==> src/rtl/reg_bank.sv <==
// Register bank with addressed write, serial shift-in, sync clear, registered read
// and a fill counter so a controller knows when a full vector has streamed in.

module reg_bank_entry #(
  parameter int DW = 16
) (
  input  logic          clk,
  input  logic          rst,
  input  logic          clr,
  input  logic          shift_en,
  input  logic          wr_sel,
  input  logic [DW-1:0] shift_d,
  input  logic [DW-1:0] wr_data,
  output logic [DW-1:0] q
);
  // Shift beats the addressed write; the losing request is simply dropped.
  always_ff @(posedge clk) begin
    if (rst || clr)    q <= '0;
    else if (shift_en) q <= shift_d;
    else if (wr_sel)   q <= wr_data;
  end
endmodule

module reg_bank #(
  parameter int DW    = 16,
  parameter int DEPTH = 8,
  parameter int AW    = 3
) (
  input  logic                clk,
  input  logic                rst,
  input  logic                clr,
  input  logic                wr_en,
  input  logic [AW-1:0]       wr_addr,
  input  logic [DW-1:0]       wr_data,
  input  logic                shift_en,
  input  logic [DW-1:0]       shift_in,
  input  logic [AW-1:0]       rd_addr,
  output logic [DW-1:0]       rd_data,
  output logic [DW-1:0]       shift_out,
  output logic                shift_out_vld,
  output logic [DEPTH*DW-1:0] all_out,
  output logic [AW:0]         count,
  output logic                full
);
  localparam logic [AW:0] CNT_MAX = (AW+1)'(DEPTH);

  logic [DEPTH-1:0][DW-1:0] ent;
  logic [DEPTH-1:0][DW-1:0] shift_d;
  logic [DEPTH-1:0]         wr_sel;
  logic [DW-1:0]            rd_mux;

  // Out-of-range write addresses match no entry, so they fall away naturally.
  for (genvar i = 0; i < DEPTH; i++) begin : g_ent
    if (i == 0) begin : g_head
      assign shift_d[i] = shift_in;
    end else begin : g_body
      assign shift_d[i] = ent[i-1];
    end
    assign wr_sel[i] = wr_en && (wr_addr == AW'(i));

    reg_bank_entry #(.DW(DW)) u_ent (
      .clk      (clk),
      .rst      (rst),
      .clr      (clr),
      .shift_en (shift_en),
      .wr_sel   (wr_sel[i]),
      .shift_d  (shift_d[i]),
      .wr_data  (wr_data),
      .q        (ent[i])
    );
  end

  always_comb begin
    rd_mux = '0;
    for (int i = 0; i < DEPTH; i++)
      if (rd_addr == AW'(i)) rd_mux = ent[i];
  end

  // Read samples the pre-update array, including on a clear.
  always_ff @(posedge clk) begin
    if (rst) rd_data <= '0;
    else     rd_data <= rd_mux;
  end

  always_ff @(posedge clk) begin
    if (rst || clr) begin
      count         <= '0;
      shift_out_vld <= 1'b0;
    end else begin
      shift_out_vld <= shift_en && full;
      if (shift_en && !full) count <= count + (AW+1)'(1);
    end
  end

  assign full      = (count == CNT_MAX);
  assign shift_out = ent[DEPTH-1];
  assign all_out   = ent;
endmodule
==> config.mk <==
export PLATFORM = sky130hd
export DESIGN_NAME = reg_bank
export DESIGN_NICKNAME = d
export VERILOG_FILES = /design/src/rtl/reg_bank.sv
export SDC_FILE = /design/constraint.sdc
export NUM_CORES = 1
export LEC_CHECK = 0
export ABC_AREA = 1
export CAP_MARGIN = 25
export CORE_MARGIN = 10
export CORE_UTILIZATION = 48
export CTS_BUF_LIST = sky130_fd_sc_hd__clkbuf_16
export DETAILED_ROUTE_END_ITERATION = 7
export GPL_ROUTABILITY_DRIVEN = 0
export GPL_TIMING_DRIVEN = 0
export PLACE_DENSITY_LB_ADDON = 0.3
export SLEW_MARGIN = 15
export SYNTH_ARGS = -nofsm -noshare
export SYNTH_HDL_FRONTEND = slang
export SYNTH_SLANG_ARGS = --single-unit
==> constraint.sdc <==
create_clock -name clk -period 1.6 [get_ports clk]
set_clock_uncertainty 0.1 [all_clocks]
set_input_delay 0.24 -clock clk [delete_from_list [all_inputs] [get_ports clk]]
set_output_delay 0.24 -clock clk [all_outputs]
set_load 0.03 [all_outputs]
==> implementation parameters <==
Parameter                              Value

Run status
  Result of the run ... finished, violations left
  Violated checks ... setup timing

GRT
  Global-route wire length before repair ... 39600 um
  Largest net degree at the start of global routing ... 17
  Met2 Track Usage GR ... 39.8%
  Met3 track demand over resource in global routing ... 6.14%
  Overflow after GRT ... 0
  Met1 routing resource usage after global routing ... 30.0%
  Gr usage total ... 24.4%
  Busiest metal layer after global routing ... met2
  Antenna violations before repair ... 0
  Number of global-route vias before repair ... 7326

Power and ir drop
  Sw Ratio ... 28.2%
  Clock Power Share ... 43.2%
  Sequential power share ... 42.2%
  Total internal power ... 6.70 mW
  Net Sw Power ... 2.63 mW
  Peak supply drop ... 785 uV
  Power per cell area ... 935 nW/um2
  Static leakage power ... 4.09 nW
  Combinational group share of total power ... 14.7%

STA
  Setup tns final ... -0.0322 ns
  Final Critical Period ... 1.63 ns
  Slew at the pin with the worst max-slew slack ... 0.673 ns
  Slew headroom ... 55.0%
  Unrepaired setup endpoints after global routing ... yes
  Max Clk Rate ... 0.613 GHz
  Final setup margin ... -0.0322 ns
  Crit share post-route ... 102%
  Number of max-slew violations in the final report ... 0
  Number of setup violations in the final report ... 1
  Final Hold Viols ... 0

Clock tree
  Clk slew on worst S/H paths ... 0.06 ns
  CTS tree ... built
  Clock latency reported for the late side of the worst-skew pair ... 0.43 ns
  Root buffer cell ... sky130_fd_sc_hd__clkbuf_16
  CTS Buf Count ... 17
  Sink count of the clock tree ... 149
  Maximum buffer depth of the clock tree ... 2
  Number of hold buffers added after CTS ... 0
  Count of H-tree levels built during CTS ... 4

Final layout
  Filler Cells Inserted ... 1385
  Final-stage net count ... 1356
  Final cell count without fillers ... 1512
  Commonest non-fill, non-tap cell in the layout ... sky130_fd_sc_hd__nand2_1
  Share of post-route cells with drive strength above 1 ... 17.9%
  Area growth syn-to-layout ... 36.1%
  Most frequent cells in the layout ... 488 x sky130_fd_sc_hd__nand2_1, 145 x sky130_fd_sc_hd__dfxtp_1, 127 x sky130_fd_sc_hd__a31oi_1
  Number of antenna repair diodes ... 0

Detailed routing
  Total wirelength of the detailed-routed design ... 26100 um
  Number of DRC markers in iteration 0 ... 834
  Average wire per cell in the routed design ... 17.3 um
  Total via count after detailed routing ... 7966
  Count of unresolved DRC violations after routing ... 0
  Number of nets with antenna violations after detailed routing ... 0
  Length of the first detailed-routing pass in iterations ... 6
  Via-per-instance ratio ... 5.27

Setup path
  WP data arrival ... 1.29 ns
  Startpoint types ... register
  Worst endpoint required time ... 1.26 ns
  Highest net fanout along the worst path ... 4
  Critical path capture point type ... output port
  Kind of critical path ... reg2out

Die
  Number of top-level pins ... 209
  Total Die Area ... 20600 um2
  Number of rows created at floorplan ... 45
  Core Region ... 15100 um2
  Starting density of the core ... 48.6%
  Width of the die ... 144 um
  Vertical die dimension ... 144 um

Synthesis
  Yosys top cell by area ... sky130_fd_sc_hd__dfxtp_1
  Number of standard cells after synthesis ... 1088
  Number of flip-flops and latches in the synthesized netlist ... 149
  Number of nets produced by synthesis ... 1133
  Portion of synthesized cell area occupied by the leading cell type ... 40.7%
  Proportion of synthesized chip area in sequential cells ... 40.7%
  Top area cells in the synthesized netlist ... sky130_fd_sc_hd__dfxtp_1 41%, sky130_fd_sc_hd__nand2_1 25%, sky130_fd_sc_hd__a31oi_1 11%
  Cell area after technology mapping ... 7330 um2
  Post-synth cell types ... 28
  Yosys warning total ... 0
  Avg Synthesized Cell Area ... 6.74 um2

Hold path
  Type of the worst min-delay path ... in2reg

Run
  MaxCap Viol Count ... 0

Placed design
  Number of cells after detailed placement ... 1480
  Half-perimeter wire length after detailed placement ... 20700 um
  Input/output buffers ... 204
layer usage:
layer | routed length (um) | vias to the layer above
li1 | - | 3963
met1 | 10900 | 3547
met2 | 12000 | 397
met3 | 2350 | 59
met4 | 849 | 0
met5 | 0 | -
registers in the layout, indices dropped and copies added (netlist names):
name and cells:
count 4, g_ent.u_ent.q 128, rd_data 16, shift_out_vld 1
timing repair:
action | CTS | global route
endpoints found under the setup margin | 185 | 237
buffers inserted | 0 | 1
gates resized for setup | 236 | 181
pin swaps | 0 | 2
stage by stage:
step	cell area (um2)	hold WS, ns	util (%)	total power [mW]	setup WS (ns)
floorplan	7330	0.309	-	4.84	0.0277
global placement	9610	0.383	63.7	5.40	-0.454
detailed placement	9610	0.391	63.7	5.43	-0.477
CTS	10100	0.138	66.8	9.30	-0.264
global route	9970	0.184	66.1	9.61	-0.123
finish	9970	0.142	66.1	9.33	-0.0322
final timing paths:
check / startpoint / cells past startpoint / endpoint / slack, ns
setup / recovery: count[1]$_SDFFE_PP0P_ / 5 / full / -0.03
hold / removal: rst / 4 / rd_data[15]$_SDFF_PP0_ / 0.14
setup reg to reg: count[1]$_SDFFE_PP0P_ / 8 / count[3]$_SDFFE_PP0P_ / 0.07
hold reg to reg: g_ent[7].u_ent.q[2]$_SDFFE_PP0P_ / 2 / g_ent[7].u_ent.q[2]$_SDFFE_PP0P_ / 0.40
synthesized netlist by cell type, drive strengths merged:
master  number
inv         88
a31oi      127
o21a         1
clkbuf       8
a211oi       2
buf         70
nor2        61
xor2         1
nor3         7
dfxtp      149
or2          1
o21ai        2
nand4       23
a21oi       33
a22oi        1
nand3       19
ha           2
nand2      493
power groups by stage:
stage | combinational (mW) | clock, mW | sequential [mW]
final | 1.37 | 4.03 | 3.93
after global placement | 1.39 | 0 | 4.01
after detailed placement | 1.42 | 0 | 4.01
after CTS | 1.36 | 4.02 | 3.93
after global routing | 1.47 | 4.19 | 3.95
after floorplan | 0.635 | 0 | 4.21
worst max-delay path, stage by stage, from the launching register on:
cell,delay [ns]
sky130_fd_sc_hd__dfxtp_2,0.34
sky130_fd_sc_hd__inv_2,0.08
sky130_fd_sc_hd__ha_4,0.13
sky130_fd_sc_hd__nand3_2,0.08
sky130_fd_sc_hd__inv_2,0.10
sky130_fd_sc_hd__buf_6,0.14
area by class of cell:
class	count	area, um2	area share (%)
clock buffer	17	425	4.26
inverter	88	343	3.44
buffer	77	523	5.24
tap	188	235	2.36
timing repair buffer	205	1740	17.5
clock inverter	15	164	1.64
sequential	149	2990	30.0
multi-input combinational	773	3550	35.6
cells by family (layout without fill, tap and decap cells):
family	Yosys count	count (layout)	synth area share [%]
DFF	149	149	40.7
adders and majority gates	2	2	0.341
xor gates and xnor gates	1	1	0.120
and+or+nand+nor	604	604	33.5
AOI/OAI and AO/OA	166	166	13.8
buffers and inverters	166	402	11.5
Note: power is estimated with default switching activity, not from simulation.
